`config.mk`:
```
export PLATFORM = sky130hd
export DESIGN_NAME = addsub_rr_sched
export DESIGN_NICKNAME = d
export VERILOG_FILES = /design/src/rtl/addsub_rr_sched_pkg.sv /design/src/rtl/addsub_core.sv /design/src/rtl/addsub_rr_sched.sv
export SDC_FILE = /design/constraint.sdc
export NUM_CORES = 1
export LEC_CHECK = 0
export ABC_AREA = 1
export BUFFER_PORTS_ARGS = -buffer_cell sky130_fd_sc_hd__buf_4
export CAP_MARGIN = 30
export CORE_MARGIN = 10
export CORE_UTILIZATION = 41
export CTS_BUF_LIST = sky130_fd_sc_hd__clkbuf_16
export DETAILED_ROUTE_END_ITERATION = 8
export GPL_TIMING_DRIVEN = 0
export MAX_ROUTING_LAYER = met4
export PLACE_DENSITY = 0.73
export REMOVE_ABC_BUFFERS = 1
export SETUP_SLACK_MARGIN = 0.1
export SLEW_MARGIN = 20
export SYNTH_ARGS = -nofsm -noshare
export SYNTH_HDL_FRONTEND = slang
export SYNTH_SLANG_ARGS = --single-unit
```
`constraint.sdc`:
```
create_clock -name clk -period 4 [get_ports clk]
set_input_delay 0.8 -clock clk [delete_from_list [all_inputs] [get_ports clk]]
set_output_delay 0.8 -clock clk [all_outputs]
set_load 0.01 [all_outputs]
```
`src/rtl/addsub_rr_sched_pkg.sv`:
```
// Shared definitions for the round-robin add/sub scheduler: default widths and op encoding.
// Latency: n/a (types, constants and a helper function only).
// Backpressure: n/a.
package addsub_rr_sched_pkg;

    localparam int W_DEF    = 8;    // operand/result width
    localparam int N_DEF    = 4;    // number of requesters
    localparam int CNTW_DEF = 16;   // completed-operation counter width

    localparam logic OP_ADD = 1'b0;
    localparam logic OP_SUB = 1'b1;

    // Result flags kept beside the sum in the output register.
    typedef struct packed {
        logic cout;     // carry out; for subtract 1 = no borrow
        logic ovf;      // two's-complement overflow
    } rsp_flags_t;

    // Requester id width; at least one bit so a port of width zero never appears.
    function automatic int id_width(input int n);
        return (n <= 2) ? 1 : $clog2(n);
    endfunction

endpackage

```
`src/rtl/addsub_core.sv`:
```
// Combinational add/subtract: sum = a + (b ^ {W{sub}}) + sub, with carry out and signed overflow.
// Latency: 0 cycles (pure combinational).
// Backpressure: none; the caller decides when the result is captured.
//
// Ports:
//   a, b  operands
//   sub   OP_SUB selects a-b, OP_ADD selects a+b
//   sum   result modulo 2^W
//   cout  carry out of bit W-1 (for subtract: 1 = no borrow)
//   ovf   two's-complement overflow
module addsub_core
    import addsub_rr_sched_pkg::*;
#(
    parameter int W = W_DEF
) (
    input  logic [W-1:0] a,
    input  logic [W-1:0] b,
    input  logic         sub,
    output logic [W-1:0] sum,
    output logic         cout,
    output logic         ovf
);

    logic         sub_en;
    logic [W-1:0] bx;
    logic [W:0]   full;

    assign sub_en = (sub == OP_SUB);

    // Subtract is a + ~b + 1: invert b and feed the op bit in as carry-in.
    assign bx   = b ^ {W{sub_en}};
    assign full = {1'b0, a} + {1'b0, bx} + {{W{1'b0}}, sub_en};

    assign sum  = full[W-1:0];
    assign cout = full[W];

    // Overflow when both effective operands share a sign and the result's sign differs.
    assign ovf  = (a[W-1] == bx[W-1]) & (sum[W-1] != a[W-1]);

endmodule

```
`src/rtl/addsub_rr_sched.sv`:
```
// Round-robin scheduler sharing one add/sub datapath among N valid/ready requesters.
// Latency: 1 cycle from request handshake to rsp_valid; sustains 1 op/clk.
// Backpressure: req_ready drops to 0 while a held result is not taken (rsp_valid & ~rsp_ready).
//
// Ports:
//   clk, rst_n                 clock, synchronous active-low reset
//   req_valid/req_ready [N]    per-requester handshake; req_ready is one-hot or zero
//   req_a/req_b [N*W]          operands, requester i at [i*W +: W]
//   req_sub [N]                1 = A-B, 0 = A+B
//   rsp_valid/rsp_ready        result handshake
//   rsp_id/sum/cout/ovf        registered result and the requester that issued it
//   op_cnt                     saturating count of rsp handshakes
module addsub_rr_sched
    import addsub_rr_sched_pkg::*;
#(
    parameter int W    = W_DEF,
    parameter int N    = N_DEF,
    parameter int CNTW = CNTW_DEF,
    parameter int IDW  = id_width(N)
) (
    input  logic            clk,
    input  logic            rst_n,
    input  logic [N-1:0]    req_valid,
    output logic [N-1:0]    req_ready,
    input  logic [N*W-1:0]  req_a,
    input  logic [N*W-1:0]  req_b,
    input  logic [N-1:0]    req_sub,
    output logic            rsp_valid,
    input  logic            rsp_ready,
    output logic [IDW-1:0]  rsp_id,
    output logic [W-1:0]    rsp_sum,
    output logic            rsp_cout,
    output logic            rsp_ovf,
    output logic [CNTW-1:0] op_cnt
);

    logic [IDW-1:0] ptr;
    logic           grant_vld;
    logic [IDW-1:0] grant_id;
    logic [N-1:0]   grant_oh;
    logic           accept;
    logic           take;
    logic [W-1:0]   op_a;
    logic [W-1:0]   op_b;
    logic           op_sub;
    logic [W-1:0]   core_sum;
    rsp_flags_t     core_flags;
    rsp_flags_t     rsp_flags;

    // Output register is free when empty or being drained on this edge.
    assign accept = ~rsp_valid | rsp_ready;

    // Search ptr, ptr+1, ... mod N. Walking the offsets from the far end lets the
    // nearest valid requester overwrite any farther one, so the first hit wins.
    always_comb begin
        grant_vld = 1'b0;
        grant_id  = '0;
        for (int k = N - 1; k >= 0; k--) begin
            int idx;
            idx = int'(ptr) + k;
            if (idx >= N) begin
                idx = idx - N;
            end
            if (req_valid[idx]) begin
                grant_vld = 1'b1;
                grant_id  = IDW'(idx);
            end
        end
    end

    assign grant_oh  = N'(1) << grant_id;
    assign take      = rst_n & accept & grant_vld;
    assign req_ready = take ? grant_oh : '0;

    // Operand mux for the granted requester.
    assign op_a   = req_a[int'(grant_id)*W +: W];
    assign op_b   = req_b[int'(grant_id)*W +: W];
    assign op_sub = req_sub[grant_id];

    addsub_core #(
        .W (W)
    ) u_core (
        .a    (op_a),
        .b    (op_b),
        .sub  (op_sub),
        .sum  (core_sum),
        .cout (core_flags.cout),
        .ovf  (core_flags.ovf)
    );

    always_ff @(posedge clk) begin
        if (!rst_n) begin
            rsp_valid <= 1'b0;
            rsp_id    <= '0;
            rsp_sum   <= '0;
            rsp_flags <= '0;
            ptr       <= '0;
            op_cnt    <= '0;
        end else begin
            // A new grant refills the register even while the old result drains.
            if (take) begin
                rsp_valid <= 1'b1;
                rsp_id    <= grant_id;
                rsp_sum   <= core_sum;
                rsp_flags <= core_flags;
                ptr       <= (grant_id == IDW'(N - 1)) ? '0 : grant_id + 1'b1;
            end else if (rsp_valid && rsp_ready) begin
                rsp_valid <= 1'b0;
            end

            if (rsp_valid && rsp_ready && (op_cnt != {CNTW{1'b1}})) begin
                op_cnt <= op_cnt + 1'b1;
            end
        end
    end

    assign rsp_cout = rsp_flags.cout;
    assign rsp_ovf  = rsp_flags.ovf;

endmodule

```
# == Word level (Yosys, flattened, before mapping) ==
# Index checks and enable logic that the tools add are counted.
# word_totals
register_bits,31
output_inout_bits,33
# classes
n_reduce_logical,3
addsub,11
n_lt_le_gt_ge,9
eq_ne,4
bitwise,6
mux,30
shift,3
# op_table
cell,count
"less-than comparator 32 x 4 -> 1 bit, second input constant",4
2-to-1 mux 32 bit,4
variable part select 32 x 6 -> 8 bit,2
"adder 16 x 1 -> 16 bit, second input constant",1
"inequality test 16 bit, second input constant",1
2-to-1 mux 1 bit,15
"subtractor 3 x 3 -> 4 bit, second input constant",3
binary-select mux 1 bit (select 2 bit),5
2-to-1 mux 2 bit,5
adder 8 x 8 -> 9 bit,1
adder 9 x 1 -> 9 bit,1
">= comparator 3 bit, second input constant",3
XOR 8 bit,1
"adder 2 x 2 -> 3 bit, second input constant",2
2-to-1 mux 4 bit,1
"<< shifter 1 x 2 -> 4 bit, first input constant",1
"subtractor 2 x 3 -> 4 bit, second input constant",1
"adder 2 x 1 -> 3 bit, second input constant",1
bitwise AND 1 bit,3
">= comparator 2 x 3 -> 1 bit, second input constant",1
"less-than comparator 2 x 3 -> 1 bit, second input constant",1
"adder 2 x 1 -> 2 bit, second input constant",1
"== test 2 bit, second input constant",1
logical AND 1 bit,2
other kinds (5),5

# == Longest topological paths before layout ==
# depth
depth_word,17
ltp_mapped,27

# == Modules after synthesis ==
# From an unflattened synthesis, not the netlist that was laid out.
# hier_totals
hier_cells,490
hier_area_um2,2921.6
# by_module_without_submodules
mod,n_inst,cells_each,area_each_um2
addsub_rr_sched,1,420,2431.1
addsub_core,1,70,490.5

# == Least setup slack after synthesis ==
# OpenSTA, ideal clock, no wires.
# synth_timing
kind,input port to flip-flop
startpoint,input port req_valid[3]
endpoint,"register rsp_flags, in the netlist rsp_cout"
t_arrival_ns,3.460
setup_time_ns,0.122
stages,25
path_slack_ns,0.418
required_time_ns,3.878
cell_sequence,inv_1 nand2_1 nand3_1 nand2_1 inv_2 nand3_2 nand2_2 buf_6 inv_1 buf_4 buf_4 nor2_1 o32ai_1 xor2_1 fa_1 a21oi_1 nor2_1 nor2_1 nor2_1 nor2_1 inv_1 a21oi_1 nor2_1 o21ai_0 a21oi_1
# synth_via
elab_chain_cells,12
word_cells_on_any_way,28
cone_classes,add/sub (2); shift (2); mux (22); bitwise (2)
# synth_lines
item,line_no,rtl
"start, declared",addsub_rr_sched.sv:23,"input logic [N-1:0] req_valid,"
"parallel branches: the longest is 12 deep, another holds adder 8 x 8 -> 9 bit",n/a,
"end signal, assigned",addsub_rr_sched.sv:105,rsp_flags <= core_flags;
"end, declared",addsub_rr_sched.sv:48,rsp_flags_t rsp_flags;
# Several ways; the timed one is not identified. The select of a mux whose other input is x is not followed.
# A chain may end at the register's enable or synchronous reset.

# == Worst setup path after layout ==
# layout_timing
startpoint,input port req_valid[3]
endpoint,register rsp_sum[6]
# layout_via
elab_chain_cells,12
word_cells_on_any_way,28
cone_classes,add/sub (2); shift (2); mux (22); bitwise (2)
# layout_lines
item,line_no,rtl
"parallel branches: the longest is 12 deep, another holds adder 8 x 8 -> 9 bit",n/a,
"end signal, assigned",addsub_rr_sched.sv:104,rsp_sum <= core_sum;
"end, declared",addsub_rr_sched.sv:31,"output logic [W-1:0] rsp_sum,"
# Several ways; the timed one is not identified. The select of a mux whose other input is x is not followed.

==> results.ini <==
[run_status]
outcome=completed

[grt]
antenna_found_initial=0
grt_usage_pct=15.5
grt_pass1_wl_um=12500
grt_pass1_vias=2861
grt_max_degree=41
grt_overflow=0

[finish]
layout.cells.non_filler=585
final_cell_mix=buf_4 (120), nand2_1 (63), nor2_1 (61)
drive_above_1_share_pct=31.6
final_common_cell=buf_4
diodes=0
nets=597
nFillCells=563
seq_area_um2=622
syn2layout_area_growth_pct=45.8
post-route-util_pct=61.9
final_cell_area_um2=3660
multi_input_area_um2=1670

[power_and_ir_drop]
power_density_nw_per_um2=1110
ir_drop_mv=0.763
p_leak_nw=1.76
power_w=0.00407

[detailed_routing]
num_vias=2951
final_antenna_net_count=0
drc=0
vias_per_cell=5.04
wl_um=8160
first_pass_iters=4
wl_per_cell_um=14.0
drt_iter0_drc=85

[critical_path]
criticalPathCategory=input pin to register
path_max_fanout=9
arrival_ns=3.71
crit_path_start_kind=input pin
critPathRequiredTime_ns=4.17
crit_path_end_kind=register
reg2regPathDepth=22
rrSetupSlack_ns=0.63

[sta]
fin_skew_ns=0.00729
fin_crit_ns=3.55
fmax_mhz=282
setup_violations=0
worst_pin_slew_ns=0.852
whs_ns=0.483
rsz0062_at_grt=false
slew_headroom_pct=43.0
period_share_pct=88.6
slew_viol_final=0
hold_violations=0

[synth]
synthCells=394
yosys_warnings=0
synthFlopType=dfxtp_1
ys_seq_elements=31
async_flop_share_pct=0
yosysUniqueCellTypes=39
syn_avg_cell_area_um2=6.38
syn_area_um2=2510
synth_edf_count=0
ys_seq_area_share_pct=24.7

[hold_path]
hold_path_depth=2
hold_class=register to register

[clock_tree]
cts_tree=done
clockBufferDepth=2
cts.sinks=31
h-tree-depth=2
cts_root_buf=clkbuf_16
cts_buffers=5
cts.clk_slew.worst_paths_ns=0.05
ctsHoldBuffers=0
clock_latency_ns=0.28

[placement]
gp_congestion=0.913
dpl_cell_area_um2=3320
placed_cells=560
portBuffers=107
dpl.hpwl_um=6120

[floorplanning]
rows=28
die_area_um2=9660
pin_count=108
initial_core_util_pct=42.4
fp.dieH_um=98.3
coreArea_um2=5920
dieWidth_um=98.3

[job]
max_cap_violations=0

==> sequential cells by signal, summed over array words and instances (netlist names) <==
name,flops
op_cnt,16
rsp_sum,8
rsp_valid,1
ptr,2
rsp_ovf,1
rsp_cout,1
rsp_id,2
==> worst paths after layout <==
| check | end | start |
|---|---|---|
| min reg2reg | rsp_ovf | rsp_ovf |
| max | rsp_sum[6] | req_valid[3] |
| max reg2reg | rsp_sum[6] | ptr[0] |
| min | rsp_ovf | rsp_ovf |
==> critical path: stages <==
cell,delay (ns)
buf_4,0.10
inv_1,0.07
nand2_1,0.08
nand3_1,0.12
nand2_1,0.07
inv_2,0.08
nand2_2,0.06
nand3_4,0.14
nand2_8,0.12
buf_4,0.16
o21ai_0,0.20
o32ai_2,0.12
xor2_1,0.18
fa_1,0.44
a21oi_1,0.19
nor2_1,0.07
nor2_1,0.09
nor2_1,0.06
nor2_1,0.08
inv_1,0.05
a21oi_1,0.15
nand2_1,0.07
a32o_1,0.21
==> per-stage QoR <==
stage          TNS, ns  setup WS (ns)
2_1_floorplan  -0.0239        -0.0152
3_3_place_gp     -4.16         -0.782
3_5_place_dp     -4.50         -0.809
4_1_cts              0          0.124
5_1_grt              0         0.0798
6_report             0          0.455
==> what timing repair did <==
| action | 4_1_cts | 5_1_grt |
|---|---|---|
| cloned | 1 | 3 |
| pin swaps | 0 | 3 |
| resized for setup | 5 | 8 |
| buffers inserted | 0 | 13 |
| setup endpoints to repair | 9 | 7 |
==> report_power, final <==
part / switching, W / internal, W
logic: 0.00189 / 0.00131
registers: 0.0000545 / 0.000386
clock network: 0.000133 / 0.000290
total: 0.00208 / 0.00199
==> synthesized netlist by cell type (2+ instances only) <==
cell	instances	area, um^2
a211oi_1	2	15.0
a21oi_1	19	95.1
a31oi_1	3	18.8
and2_1	2	12.5
buf_2	2	10.0
buf_4	4	30.0
buf_6	2	22.5
clkbuf_1	7	26.3
dfxtp_1	31	621
ha_1	12	150
inv_1	43	161
inv_2	4	15.0
nand2_1	64	240
nand2_2	15	93.8
nand3_1	30	150
nand3_2	3	30.0
nand3b_1	2	15.0
nand4_1	4	25.0
nor2_1	61	229
nor3_1	5	25.0
o21ai_0	39	195
o21ai_1	2	10.0
o22ai_1	6	37.5
o31ai_1	2	15.0
o32ai_1	7	61.3
xor2_1	10	87.6
==> cells by family after synthesis <==
| group | Yosys count | share of synthesized area [%] |
|---|---|---|
| and+or+nand+nor | 188 | 33.6 |
| xor gates and xnor gates | 11 | 3.83 |
| adders and majority gates | 13 | 6.77 |
| buffers and inverters | 65 | 11.2 |
| DFF | 31 | 24.7 |
| AOI/OAI and AO/OA | 86 | 19.9 |
==> metal layers <==
| layer | track usage, % | wire, um | vias up | part of all wire [%] |
|---|---|---|---|---|
| met5 | - | 0 | - | 0 |
| met4 | 3.64 | 53 | 0 | 0.65 |
| met3 | 5.99 | 646 | 4 | 7.9 |
| met2 | 26.4 | 3890 | 95 | 48 |
| met1 | 16.6 | 3570 | 1313 | 44 |
| li1 | - | - | 1539 | - |
==> final cells by class <==
class,instances,area share [%]
Multi-Input combinational cell,300,45.6
Sequential cell,31,17.0
Clock inverter,3,1.06
Clock buffer,5,3.42
Inverter,49,5.47
Timing Repair inverter,2,0.342
Tap cell,75,2.56
Timing Repair Buffer,120,24.6
(Power assumes the default switching activity.)
